File: src/rtl/mini_riscv_decoder.sv
// Decode stage for the mini RISC-V core: ADD/SUB/AND/OR/ADDI/BEQ decode feeding a
// two-entry elastic buffer (output reg + skid reg) with valid/ready on both sides.
module mini_riscv_decoder #(
  parameter int unsigned CNT_W = 16
) (
  input  logic             clk,
  input  logic             reset,
  input  logic             in_valid,
  output logic             in_ready,
  input  logic [31:0]      in_instr,
  input  logic [31:0]      in_pc,
  input  logic             flush,
  output logic             out_valid,
  input  logic             out_ready,
  output logic [31:0]      out_pc,
  output logic [1:0]       out_kind,
  output logic [1:0]       out_alu_op,
  output logic [4:0]       out_rd,
  output logic [4:0]       out_rs1,
  output logic [4:0]       out_rs2,
  output logic [31:0]      out_imm,
  output logic             out_we,
  output logic [31:0]      out_br_target,
  output logic [CNT_W-1:0] decoded_cnt,
  output logic [CNT_W-1:0] illegal_cnt
);

  localparam logic [1:0] KindR   = 2'd0;
  localparam logic [1:0] KindI   = 2'd1;
  localparam logic [1:0] KindB   = 2'd2;
  localparam logic [1:0] KindIll = 2'd3;

  localparam logic [1:0] AluAdd = 2'd0;
  localparam logic [1:0] AluSub = 2'd1;
  localparam logic [1:0] AluAnd = 2'd2;
  localparam logic [1:0] AluOr  = 2'd3;

  localparam logic [6:0] OpReg    = 7'h33;
  localparam logic [6:0] OpImm    = 7'h13;
  localparam logic [6:0] OpBranch = 7'h63;

  typedef struct packed {
    logic [31:0] pc;
    logic [1:0]  kind;
    logic [1:0]  alu_op;
    logic [4:0]  rd;
    logic [4:0]  rs1;
    logic [4:0]  rs2;
    logic [31:0] imm;
    logic        we;
    logic [31:0] br_target;
  } entry_t;

  entry_t           dec;
  entry_t           out_d, out_q;
  entry_t           skid_d, skid_q;
  logic             out_valid_d, out_valid_q;
  logic             skid_valid_d, skid_valid_q;
  logic [CNT_W-1:0] dec_cnt_d, dec_cnt_q;
  logic [CNT_W-1:0] ill_cnt_d, ill_cnt_q;

  logic [6:0] opcode;
  logic [2:0] funct3;
  logic [6:0] funct7;
  logic       is_r, is_i, is_b;
  logic [1:0] r_op;
  logic       accept, out_hs;

  assign opcode = in_instr[6:0];
  assign funct3 = in_instr[14:12];
  assign funct7 = in_instr[31:25];

  always_comb begin
    is_r = 1'b0;
    r_op = AluAdd;
    if (opcode == OpReg) begin
      case ({funct7, funct3})
        {7'h00, 3'b000}: begin is_r = 1'b1; r_op = AluAdd; end
        {7'h20, 3'b000}: begin is_r = 1'b1; r_op = AluSub; end
        {7'h00, 3'b110}: begin is_r = 1'b1; r_op = AluOr;  end
        {7'h00, 3'b111}: begin is_r = 1'b1; r_op = AluAnd; end
        default:         begin is_r = 1'b0; r_op = AluAdd; end
      endcase
    end
    is_i = (opcode == OpImm) && (funct3 == 3'b000);
    is_b = (opcode == OpBranch) && (funct3 == 3'b000);
  end

  // Illegal words keep only their PC; every other field stays zero.
  always_comb begin
    dec      = '0;
    dec.pc   = in_pc;
    dec.kind = KindIll;
    if (is_r) begin
      dec.kind   = KindR;
      dec.alu_op = r_op;
      dec.rd     = in_instr[11:7];
      dec.rs1    = in_instr[19:15];
      dec.rs2    = in_instr[24:20];
    end else if (is_i) begin
      dec.kind   = KindI;
      dec.alu_op = AluAdd;
      dec.rd     = in_instr[11:7];
      dec.rs1    = in_instr[19:15];
      dec.imm    = {{20{in_instr[31]}}, in_instr[31:20]};
    end else if (is_b) begin
      dec.kind   = KindB;
      dec.alu_op = AluSub;
      dec.rs1    = in_instr[19:15];
      dec.rs2    = in_instr[24:20];
      dec.imm    = {{19{in_instr[31]}}, in_instr[31], in_instr[7], in_instr[30:25],
                    in_instr[11:8], 1'b0};
    end
    dec.we        = (is_r || is_i) && (dec.rd != 5'd0);
    dec.br_target = in_pc + dec.imm;
  end

  assign in_ready = !skid_valid_q && !reset;
  assign accept   = in_valid && in_ready;
  assign out_hs   = out_valid_q && out_ready;

  always_comb begin
    out_d        = out_q;
    out_valid_d  = out_valid_q;
    skid_d       = skid_q;
    skid_valid_d = skid_valid_q;
    dec_cnt_d    = dec_cnt_q;
    ill_cnt_d    = ill_cnt_q;

    if (out_hs) begin
      if (out_q.kind != KindIll) begin
        if (dec_cnt_q != {CNT_W{1'b1}}) dec_cnt_d = dec_cnt_q + 1'b1;
      end else begin
        if (ill_cnt_q != {CNT_W{1'b1}}) ill_cnt_d = ill_cnt_q + 1'b1;
      end
    end

    // With skid_valid_q set in_ready is low, so no accept can collide with the skid drain.
    if (flush) begin
      out_valid_d  = 1'b0;
      skid_valid_d = 1'b0;
    end else if (out_hs && skid_valid_q) begin
      out_d        = skid_q;
      out_valid_d  = 1'b1;
      skid_valid_d = 1'b0;
    end else if (!out_valid_q || out_ready) begin
      out_valid_d = accept;
      if (accept) out_d = dec;
    end else if (accept) begin
      skid_d       = dec;
      skid_valid_d = 1'b1;
    end
  end

  always_ff @(posedge clk) begin
    if (reset) begin
      out_q        <= '0;
      out_valid_q  <= 1'b0;
      skid_q       <= '0;
      skid_valid_q <= 1'b0;
      dec_cnt_q    <= '0;
      ill_cnt_q    <= '0;
    end else begin
      out_q        <= out_d;
      out_valid_q  <= out_valid_d;
      skid_q       <= skid_d;
      skid_valid_q <= skid_valid_d;
      dec_cnt_q    <= dec_cnt_d;
      ill_cnt_q    <= ill_cnt_d;
    end
  end

  assign out_valid     = out_valid_q;
  assign out_pc        = out_q.pc;
  assign out_kind      = out_q.kind;
  assign out_alu_op    = out_q.alu_op;
  assign out_rd        = out_q.rd;
  assign out_rs1       = out_q.rs1;
  assign out_rs2       = out_q.rs2;
  assign out_imm       = out_q.imm;
  assign out_we        = out_q.we;
  assign out_br_target = out_q.br_target;
  assign decoded_cnt   = dec_cnt_q;
  assign illegal_cnt   = ill_cnt_q;

endmodule

File: config.mk
export PLATFORM = sky130hd
export DESIGN_NAME = mini_riscv_decoder
export DESIGN_NICKNAME = d
export VERILOG_FILES = /design/src/rtl/mini_riscv_decoder.sv
export SDC_FILE = /design/constraint.sdc
export NUM_CORES = 1
export LEC_CHECK = 0
export CORE_ASPECT_RATIO = 1.5
export CORE_MARGIN = 2
export CORE_UTILIZATION = 48
export CTS_BUF_LIST = sky130_fd_sc_hd__clkbuf_4 sky130_fd_sc_hd__clkbuf_8
export DETAILED_ROUTE_END_ITERATION = 7
export PLACE_DENSITY = 0.76
export REMOVE_ABC_BUFFERS = 1
export SETUP_SLACK_MARGIN = 0.4
export SLEW_MARGIN = 5
export SYNTH_ARGS = -nofsm -noshare
export SYNTH_HDL_FRONTEND = slang
export SYNTH_SLANG_ARGS = --single-unit
File: constraint.sdc
create_clock -name clk -period 3.6 [get_ports clk]
set_clock_uncertainty 0.05 [all_clocks]
set_input_delay 0.54 -clock clk [delete_from_list [all_inputs] [get_ports clk]]
set_output_delay 0.54 -clock clk [all_outputs]
set_load 0.01 [all_outputs]
==> run summary, run 1 <==
The worst pin sits at a relative slew slack of 0.486. The count of buffers added on input and output ports is between 200 and 250. The net switching power came out at 1.40 mW. The die boundary width is 127 um. The number of standard-cell rows in the floorplan came out at between 60 and 70. The max-slew violation count came out at 0.

The hold violation count in the final report came to 0. The total of max-cap violations came out at 0. For this block, the routed nets add up to 33700 um of wire.

Setup repair after global routing could not meet its margin everywhere. The static leakage power is 5.34 nW. The least setup slack across all paths after layout came out at approximately 330 ps. The share of final-layout standard cells stronger than drive strength 1 came out at 0.155. The clock insertion delay at the later pin of the skew report came out at 530 ps. The critical path is of the in -> reg type. The average wire length per cell after detail routing is around 17 um. The library cell used most frequently in the layout, excluding fill and tap cells, is sky130_fd_sc_hd__nand2_1. In this run the worst path has a maximum fanout of 5. The number of antenna violations at the first check in global routing came out at 3. The fmax is 0.306 GHz.

The required time of the critical path is between 4000 and 5000 ps. The combinational power share came out at 0.109. The number of different library cells in the post-synthesis netlist is 66. Of the synthesized area, sequential elements account for 0.419. STA classifies the critical path endpoint as a flop. The number of filler instances in the final layout came out at approximately 1800.

The fraction of registers with async set/reset came out at 0. The end of the worst register-to-register path is illegal_cnt[11]. The number of buffers inserted by hold repair at cts came out at 0.

The start point of the critical path is in_instr[4]. The starting utilization of the core area came out at 0.489. STA puts the critical path data arrival time at 3690 ps. The final net count came out at 1736. The path class of the tightest hold or removal check is in -> reg. The overall track demand over capacity in global routing is 0.268. The count of H-tree levels built during CTS came out at 2. The internal cell power is approximately 4.2 mW.

The height of the die came out at 189 um. In this run the clock root is driven by a sky130_fd_sc_hd__clkbuf_8. The run finished with clean final reports.

The launching point of the worst reg2reg path is out_valid. The per-instance average area after synthesis came out at 7.67 um2. The launching element type of the critical path is an input port.

The clock-pin slew on the worst setup and hold paths is 60 ps. The total overflow reported by the global router came out at 0. The worst-case vdd ir drop is between 0.0002 and 0.0003 V. The clock passes through at most 3 buffers.

The detailed placer's ending HPWL is 22000 um. The transition time of the tightest slew-check pin is 771 ps. The library cells used most frequently in the layout, excluding fill and tap cells, are 296 x sky130_fd_sc_hd__nand2_1, 228 x sky130_fd_sc_hd__dfxtp_1, 207 x sky130_fd_sc_hd__clkdlybuf4s50_1. The fraction of power consumed by sequential logic is 0.470. Entering global routing, the biggest net connects 83 pins. The first-pass GRT wire length came out at 53300 um.

The post-route DRC violation count is 0. The number of DRC markers after the initial detailed-route iteration is 860. The count of endpoints failing setup in the final report is 0. The worst path in the final design needs a cycle of roughly 3300 ps, including I/O delays and setup. The floorplan die area is 0.0240 mm2.

The number of clock buffers added by TritonCTS is 38. The setup slack of the most critical reg-to-reg path is 1170 ps. Of the total power, the share spent switching nets is 0.252. Among all flip-flop cells after synthesis, the most frequent one is sky130_fd_sc_hd__dfxtp_1. The weighted congestion reported at the end of routability-driven placement came out at slightly below 0.9. The residual antenna-violating net count after detailed routing is 0. The power per unit of standard cell area is 374 mW/mm2. In this run, synthesis produced a sequential element count of 228. The via count of the first global-routing pass came out at roughly 11000. TritonCTS built the clock tree.

Using the TritonRoute via totals, the vias-per-cell ratio works out to approximately 5.7. The total power came out at around 5.6 mW. The number of synthesized flops with an enable pin is 0. The area growth from synthesis to final layout came out at 36.7%. about 220 I/O pins were placed.

The period utilization is 0.909. Of the total power, the clock network draws 0.420. The total clock sinks is 228.

The post-synth design cell area is 0.0109 mm2. In this run the worst setup path terminates at skid_q[23]. The worst-case reg-to-reg path depth came out at 8. The overall via count from detail_route is approximately 11000. The total core area came out at 0.0223 mm2.

The number of detailed-route iterations in the first pass came out at 6. Yosys printed 0 warnings. The number of standard cells after synthesis came out at 1421. The worst slack after detailed placement came out at -662 ps. Hold timing on the final database bottoms out at a slack of 309 ps.
==> stage by stage <==
step / instances / utilization / TNS (ps) / area (um2)
floorplan: 1287 / - / -517950 / 10300
global placement: 1867 / 0.610 / -20300 / 13600
detailed placement: 1867 / 0.610 / -24260 / 13600
CTS: 1943 / 0.658 / 0 / 14700
global route: 1957 / 0.668 / 0 / 14900
finish: 1957 / 0.668 / 0 / 14900
==> worst max-delay path, cell delays in order <==
cell and delay, ps:
sky130_fd_sc_hd__clkdlybuf4s15_1 240, sky130_fd_sc_hd__nand3b_1 180, sky130_fd_sc_hd__buf_6 130, sky130_fd_sc_hd__nor2_4 40
sky130_fd_sc_hd__buf_4 150, sky130_fd_sc_hd__a22oi_2 170, sky130_fd_sc_hd__inv_1 110, sky130_fd_sc_hd__ha_4 180
sky130_fd_sc_hd__buf_4 130, sky130_fd_sc_hd__nor2_1 190, sky130_fd_sc_hd__o21ai_4 120, sky130_fd_sc_hd__a2111oi_4 420
sky130_fd_sc_hd__or2_1 200, sky130_fd_sc_hd__buf_12 120, sky130_fd_sc_hd__buf_4 110, sky130_fd_sc_hd__mux2i_2 210
sky130_fd_sc_hd__xor2_1 220, sky130_fd_sc_hd__nand2_1 90, sky130_fd_sc_hd__a21oi_2 130
==> state kept, by name, summed over array words and instances (netlist names), 2 cells and up <==
| name | flops |
|---|---|
| out_kind | 2 |
| out_br_target | 32 |
| out_imm | 13 |
| out_rs1 | 5 |
| out_rs2 | 5 |
| out_pc | 32 |
| out_rd | 5 |
| illegal_cnt | 16 |
| out_alu_op | 2 |
| decoded_cnt | 16 |
| skid_q | 97 |
==> routing by layer <==
| metal | vias to the layer above | track usage | share of wire | wire length (um) |
|---|---|---|---|---|
| met3 | 80 | 0.0437 | 0.058 | 1960 |
| met1 | 5288 | 0.312 | 0.39 | 13200 |
| li1 | 5389 | - | - | - |
| met4 | 4 | 0.109 | 0.032 | 1090 |
| met5 | - | 0 | 0.00080 | 27 |
| met2 | 426 | 0.484 | 0.52 | 17400 |
==> final cells by class <==
| class | count | area (um2) | area share |
|---|---|---|---|
| Sequential cell | 228 | 4560 | 0.306 |
| Timing Repair Buffer | 325 | 3070 | 0.206 |
| Inverter | 14 | 52.6 | 0.00353 |
| Clock buffer | 60 | 732 | 0.0491 |
| Clock inverter | 8 | 48.8 | 0.00327 |
| Antenna cell | 1 | 2.50 | 0.000168 |
| Tap cell | 276 | 345 | 0.0232 |
| Multi-Input combinational cell | 1045 | 6090 | 0.408 |
==> cell usage after synthesis (3+ instances only) <==
library cell / n / area (um2)
sky130_fd_sc_hd__dfxtp_1: 228 / 4560
sky130_fd_sc_hd__a31oi_1: 5 / 31.3
sky130_fd_sc_hd__clkbuf_1: 85 / 319
sky130_fd_sc_hd__a21oi_1: 154 / 771
sky130_fd_sc_hd__o21ai_1: 8 / 40.0
sky130_fd_sc_hd__or2_1: 4 / 25.0
sky130_fd_sc_hd__o211ai_1: 6 / 45.0
sky130_fd_sc_hd__or3_1: 14 / 87.6
sky130_fd_sc_hd__ha_1: 14 / 175
sky130_fd_sc_hd__o21bai_1: 3 / 22.5
sky130_fd_sc_hd__o21a_1: 4 / 30.0
sky130_fd_sc_hd__buf_1: 16 / 60.1
sky130_fd_sc_hd__xor2_1: 26 / 228
sky130_fd_sc_hd__a211oi_1: 20 / 150
sky130_fd_sc_hd__buf_4: 21 / 158
sky130_fd_sc_hd__nand3_1: 62 / 310
sky130_fd_sc_hd__nor4_1: 7 / 43.8
sky130_fd_sc_hd__and2_1: 16 / 100
sky130_fd_sc_hd__xnor2_1: 22 / 193
sky130_fd_sc_hd__a311oi_1: 64 / 561
sky130_fd_sc_hd__nor3_1: 20 / 100
sky130_fd_sc_hd__or4_1: 4 / 30.0
sky130_fd_sc_hd__and4_1: 7 / 61.3
sky130_fd_sc_hd__nor2_1: 159 / 597
sky130_fd_sc_hd__a21o_1: 5 / 37.5
sky130_fd_sc_hd__a22oi_1: 6 / 45.0
sky130_fd_sc_hd__o21ai_0: 43 / 215
sky130_fd_sc_hd__inv_1: 14 / 52.6
sky130_fd_sc_hd__nand2b_1: 3 / 18.8
sky130_fd_sc_hd__nand2_1: 300 / 1130
sky130_fd_sc_hd__nand4_1: 13 / 81.3
sky130_fd_sc_hd__o22ai_1: 3 / 18.8
sky130_fd_sc_hd__and3_1: 8 / 50.1
sky130_fd_sc_hd__buf_2: 11 / 55.1
sky130_fd_sc_hd__mux2i_1: 12 / 120
==> power by group through the flow <==
stage               Sequential (mW)  Clock (mW)  Combinational [mW]
finish                         2.62        2.35               0.610
global route                   2.63        2.49               0.657
CTS                            2.63        2.38               0.599
detailed placement             2.68           0               0.584
global placement               2.68           0               0.577
floorplan                      2.71           0               0.191
==> logic make-up after synthesis <==
| family | count (synthesis) | share of synthesized area |
|---|---|---|
| buffers and inverters | 148 | 0.0602 |
| flip-flops | 228 | 0.419 |
| multiplexers | 12 | 0.0110 |
| AO/OA/AOI/OAI | 340 | 0.201 |
| adder cells (fa/ha/maj) | 15 | 0.0179 |
| XOR/XNOR | 48 | 0.0386 |
| AND/OR/NAND/NOR | 630 | 0.253 |
==> repair_timing <==
action,4_1_cts,5_1_grt
setup endpoints to repair,50,42
setup buffers,8,13
pin swaps,26,23
gates resized for setup,62,51
==> how the worst min path moves through the flow <==
stage	cells after the start	to	from	slack [ps]
6_report	2	skid_q[82]	reset	310
3_3_place_gp	2	skid_q[90]	skid_q[90]	390
3_5_place_dp	2	skid_q[23]	skid_q[23]	400
5_1_grt	2	skid_q[108]	reset	300
4_1_cts	2	skid_q[114]	reset	280
2_1_floorplan	2	skid_q[0]	skid_q[0]	380
Power figures use the tool's default switching activity.
==> run 2: changes to the inputs <==
--- a/config.mk
+++ b/config.mk
@@ -11,8 +11,10 @@
 export CTS_BUF_LIST = sky130_fd_sc_hd__clkbuf_4 sky130_fd_sc_hd__clkbuf_8
 export DETAILED_ROUTE_END_ITERATION = 7
 export PLACE_DENSITY = 0.76
+export RECOVER_POWER = 100
 export REMOVE_ABC_BUFFERS = 1
 export SETUP_SLACK_MARGIN = 0.4
+export SKIP_CTS_REPAIR_TIMING = 1
 export SLEW_MARGIN = 5
 export SYNTH_ARGS = -nofsm -noshare
 export SYNTH_HDL_FRONTEND = slang
==> run 2 against run 1 <==
Effect of this change: clock power is essentially flat; combinational power shrank 6.4%; the flow now finishes with violations (capacitance limit, slew limit); via count shrank 0.48%; worst setup slack lost 40 ps; clock-buffer cell count is the same; largest power group unchanged.
==> run summary, run 2 (same netlist as run 1, synthesis figures left out) <==
The class of the worst hold path is in -> reg. The post-route DRC violation count is 0 (unchanged). In this run the clock root is driven by a sky130_fd_sc_hd__clkbuf_8. The total core area is 0.0223 mm2 (unchanged). The fmax came out at 0.302 GHz (-1.2%). The cell depth of the worst hold path was 2 (unchanged). Setup repair after global routing could not meet its margin everywhere. The total power was 5.53 mW (-0.89%). The clock insertion delay at the later pin of the skew report is 530 ps (about the same). The number of detailed-route iterations in the first pass came out at 8 (+2).

STA classifies the critical path endpoint as a flop. The power per unit of standard cell area came out at 377 mW/mm2 (+0.73%). The floorplan die area is 0.0240 mm2 (unchanged). The number of standard-cell rows in the floorplan is 67 (unchanged). The hold violation count in the final report is 0 (unchanged). The clock-pin slew on the worst setup and hold paths was 70 ps (about the same). The share of final-layout standard cells stronger than drive strength 1 is 0.132 (-0.0229).

The most common library cell in the layout ignoring fill and taps is sky130_fd_sc_hd__nand2_1. The worst-case reg-to-reg path depth is 6 (-2). The detailed placer's ending HPWL came out at 22000 um (unchanged). The required time of the critical path came out at 4020 ps (about the same). The first-pass GRT wire length is 52600 um (-1.4%). The relative slew slack was -0.0842 (-0.570). The sum of negative setup slack is 0 ps (unchanged). The count of input and output buffers is 218 (unchanged). More flip-flops sit in one register than any other, and that register is skid_q. The number of antenna violations at the first check in global routing came out at 4 (+1). The count of H-tree levels built during CTS is 2 (unchanged). The average wire length per cell after detail routing was 16.9 um (-2.1%). The worst-case vdd ir drop came out at 0.000289 V (-0.14%). The weighted congestion reported at the end of routability-driven placement is 0.873 (unchanged). The number of top-level pins came out at 219 (unchanged).

The total of max-cap violations came out at 2 (+2). The max-slew violation count came out at 122 (+122). The detailed-route vias per instance is 5.72 (about the same).

The count of endpoints failing setup in the final report is 0 (unchanged). The number of filler instances in the final layout is 1867 (+1.5%). Leaving out fill and tap cells, the most frequent cells in the layout are 297 x sky130_fd_sc_hd__nand2_1, 228 x sky130_fd_sc_hd__dfxtp_1, 155 x sky130_fd_sc_hd__nor2_1. The static leakage power was 5.78 nW (+8.4%). The overall via count from detail_route is 11100 (-0.48%).

The total clock sinks came out at 228 (unchanged). The least setup slack across all paths after layout came out at 287 ps (-40.5 ps). The run finished, with violations left. The total overflow reported by the global router is 0 (unchanged). The worst setup path is of the in -> reg kind. The checks that failed: capacitance limit, slew limit. The residual antenna-violating net count after detailed routing was 0 (unchanged).

The final critical path time including I/O delays and setup came to 3310 ps (+40.5 ps). Compared with the post-synthesis result, the final layout area differs by 34.5%. The height of the die came to 189 um (unchanged).

The launching element type of the critical path is an input port. The final net count came to 1725 (-0.63%). The transition time of the tightest slew-check pin is 1630 ps (+855 ps). The number of buffers inserted during clock tree synthesis came out at 38 (unchanged). The maximum buffer depth of the clock tree came out at 3 (unchanged). The die boundary width is 127 um (unchanged). The starting utilization of the core area came to 0.489 (unchanged). The via count of the first global-routing pass came out at 10500 (-1.0%).

The arrival time of data at the critical path endpoint is 3730 ps (+40 ps). The aggregate routed wire length came out at 32800 um (-2.6%). The number of flip-flops under the largest register name came out at 97 (unchanged).

The top fanout value on the critical path came to 6 (+1). The number of DRC markers after the initial detailed-route iteration is 813 (-5.5%). TritonCTS built the clock tree. The period utilization came out at 0.920 (+0.0112).

The post-layout utilization of the core is 0.658 (-0.0107). The worst hold slack after final layout was 300 ps (-8.86 ps). The overall track demand over capacity in global routing is 0.264 (-0.00349). The worst slack after detailed placement came out at -662 ps (unchanged). The pin count of the biggest net entering global routing is 83 (unchanged).
run 2: changes by cell type in the layout (fill, tap and decap cells not counted), moves of 4 or more:
cell,delta
sky130_fd_sc_hd__o21ai_1,-7
sky130_fd_sc_hd__buf_6,-4
sky130_fd_sc_hd__a21oi_2,-4
sky130_fd_sc_hd__o21ai_0,+6
sky130_fd_sc_hd__clkbuf_1,+4
sky130_fd_sc_hd__buf_4,-17
sky130_fd_sc_hd__dlymetal6s2s_1,+6
sky130_fd_sc_hd__clkdlybuf4s50_1,-152
sky130_fd_sc_hd__a21oi_1,+4
sky130_fd_sc_hd__dlygate4sd3_1,+152
run 2: area by class of cell:
class,instances,area [um2],share of cell area
diodes,2,5.00,0.000341
clock buffers,60,732,0.0499
clock inverters,8,48.8,0.00333
inverters,14,52.6,0.00358
multi-input cells,1045,5960,0.407
flip-flops and latches,228,4560,0.311
well taps,276,345,0.0236
repair buffers,314,2950,0.201
run 2: worst max-delay path, cell delays in order:
cell and delay (ps):
sky130_fd_sc_hd__clkbuf_2 70, sky130_fd_sc_hd__and4bb_1 380, sky130_fd_sc_hd__nand2_4 120, sky130_fd_sc_hd__a21oi_2 160
sky130_fd_sc_hd__buf_4 150, sky130_fd_sc_hd__and2_4 160, sky130_fd_sc_hd__ha_4 200, sky130_fd_sc_hd__and2_4 160
sky130_fd_sc_hd__buf_6 110, sky130_fd_sc_hd__a22o_1 190, sky130_fd_sc_hd__a311oi_1 220, sky130_fd_sc_hd__buf_4 210
sky130_fd_sc_hd__or2_0 340, sky130_fd_sc_hd__mux2i_1 310, sky130_fd_sc_hd__xnor2_1 190, sky130_fd_sc_hd__nand2_1 80
sky130_fd_sc_hd__a21oi_1 130
run 2: worst paths after layout:
path	startpoint	to	slack [ps]
worst min-delay path	reset	skid_q[114]	300
worst max register to register	skid_valid_q	skid_q[44]	330
worst max-delay path	in_instr[2]	skid_q[16]	290
worst min register to register	skid_q[74]	skid_q[74]	410
run 2: report_power, final:
group | leakage, nW | switching, mW | internal [mW]
Clock | 0.417 | 1.04 | 1.30
Combinational | 3.52 | 0.308 | 0.263
Sequential | 1.85 | 0.0366 | 2.59
Total | 5.78 | 1.39 | 4.15
run 2: stage by stage:
stage                     std cells  area, um2
after floorplan                1287      10300
after global placement         1867      13600
after detailed placement       1867      13600
after CTS                      1935      14400
after global routing           1947      14700
final                          1947      14700
run 2: routing by layer:
layer / track usage / vias to the layer above / routed length [um]
li1: - / 5371 / -
met1: 0.311 / 5252 / 13000
met2: 0.478 / 425 / 16800
met3: 0.0420 / 81 / 1840
met4: 0.102 / 4 / 1100
met5: 0 / - / 27
==> RTL change: new RTL, config.mk and constraints of run 2 <==
Change the parameter `CNT_W` from 16 to 14.
--- a/src/rtl/mini_riscv_decoder.sv
+++ b/src/rtl/mini_riscv_decoder.sv
@@ -1,7 +1,7 @@
 // Decode stage for the mini RISC-V core: ADD/SUB/AND/OR/ADDI/BEQ decode feeding a
 // two-entry elastic buffer (output reg + skid reg) with valid/ready on both sides.
 module mini_riscv_decoder #(
-  parameter int unsigned CNT_W = 16
+  parameter int unsigned CNT_W = 14
 ) (
   input  logic             clk,
   input  logic             reset,
Ports: changed (resized decoded_cnt and illegal_cnt); port bits go from 219 to 215. The function was not compared with the original's and may differ.
==> RTL change against run 2 <==
The flow still finishes with violations (max-capacitance violations, max-slew violations); routed wire length up 0.75%; cell area down 0.70%; power down 0.73%; count of clock-buffer cells in the layout down 4; sequential share of layout area down 0.33 points; synthesized area down 1.1%; sequential cell count down 4; worst setup slack worse by 59 ps; critical path type unchanged; largest cell class unchanged; largest power group unchanged.
==> RTL change: results (changes against run 2) <==
cp-endpoint: "out_br_target[25]"  # was skid_q[16]
irDropWorstVdd_v: 0.000302  # was 0.000289 V
drt-total-wl_mm: 33.1  # was 32.8 mm
port_buffers: 214  # was 218
antenna_cells: 0  # was 2
dpl.hpwl_mm: 21.9  # was 22.0 mm
synth_adder_area_share_pct: 1.81  # was 1.79%
maxCapViolCount: 3  # was 2
violations: "max-capacitance violations, max-slew violations"  # unchanged
rrSetupSlack_ps: 430  # was 330 ps
min_path_type: "flop to flop"  # was input pin to flop
seq-power_mw: 2.58  # was 2.62 mW
comb_power_uw: 584  # was 571 uW
cts_buffers: 36  # was 38
slew_headroom_pct: -9.49  # was -8.42%
nets: 1722  # was 1725
first_iter_violations: 859  # was 813
place_area_um2: 13500  # was 13600 um2
drv_slew: 232  # was 122
worstPathMaxFanout: 4  # was 6
crit_path_top_delay_cell: "or4_4"  # was and4bb_1
p_switching_mw: 1.36  # was 1.39 mW
synthMuxAreaShare_pct: 0.569  # was 1.10%
synth-compound-area-share_pct: 20.5  # was 20.1%
synth_common_cells: "nand2_1 (309), dfxtp_1 (224), nor2_1 (151), a21oi_1 (138), clkbuf_1 (100)"  # was nand2_1 (300), dfxtp_1 (228), nor2_1 (159), a21oi_1 (154), clkbuf_1 (85)
slowest_delay_ps: 570  # was 380 ps
r2r_end: "out_br_target[28]"  # was skid_q[44]
synth-xor-area-share_pct: 3.90  # was 3.86%
yosys.area.top_type_share_pct: 41.6  # was 41.9%
finalWeightedCongestion: 0.888  # was 0.873
crit_arrival_ps: 3790  # was 3730 ps
r2r-start: "out_valid"  # was skid_valid_q
ys_types: 63  # was 66
via_count: 11100  # about the same
grt_pass1_vias: 10400  # was 10500
total_leakage_power_nw: 5.69  # was 5.78 nW
outcome: "finished, violations left"  # unchanged
synthArstFlopShare_pct: 0  # unchanged
grt_pass1_wl_mm: 52.5  # was 52.6 mm
first_pass_iters: 5  # was 8
hold_end: "skid_q[63]"  # was skid_q[114]
hp-start: "skid_q[63]"  # was reset
grtUsageTotal_pct: 26.7  # was 26.4%
grt_max_degree: 101  # was 83
layout-drive-gt1-share_pct: 13.5  # was 13.2%
critPathLaunch: "in_instr[3]"  # was in_instr[2]
seq_area_frac_synth_pct: 41.6  # was 41.9%
yosys-top-cells-area: "dfxtp_1 (42%), nand2_1 (11%), a21oi_1 (6.4%), nor2_1 (5.3%), a311oi_1 (5.2%)"  # was dfxtp_1 (42%), nand2_1 (10%), a21oi_1 (7.1%), nor2_1 (5.5%), a311oi_1 (5.1%)
## RTL change: area by class of cell
type,instances,area [um2]
tap,276,345
timing repair buffer,319,2980
sequential,224,4480
clock buffer,56,708
clock inverter,5,57.6
inverter,12,45.0
fill,1930,7650
multi-input combinational,1045,5940
## RTL change: metal layers
metal,track usage [%],part of all wire [%],vias up
met5,0,0,-
met4,11.4,4.0,0
met3,3.74,5.2,81
met2,48.1,50,374
met1,31.4,40,5245
li1,-,-,5367
## RTL change: stage by stage
stage / util [%] / setup WS [ps] / hold WS [ps] / cells / power, mW
floorplan: - / -6550 / 377 / 1281 / 2.85
global placement: 60.8 / -807 / 391 / 1869 / 3.22
detailed placement: 60.8 / -938 / 397 / 1869 / 3.23
CTS: 64.3 / -406 / 310 / 1930 / 5.55
global route: 65.5 / 92.2 / 418 / 1937 / 5.68
finish: 65.5 / 227 / 403 / 1937 / 5.49
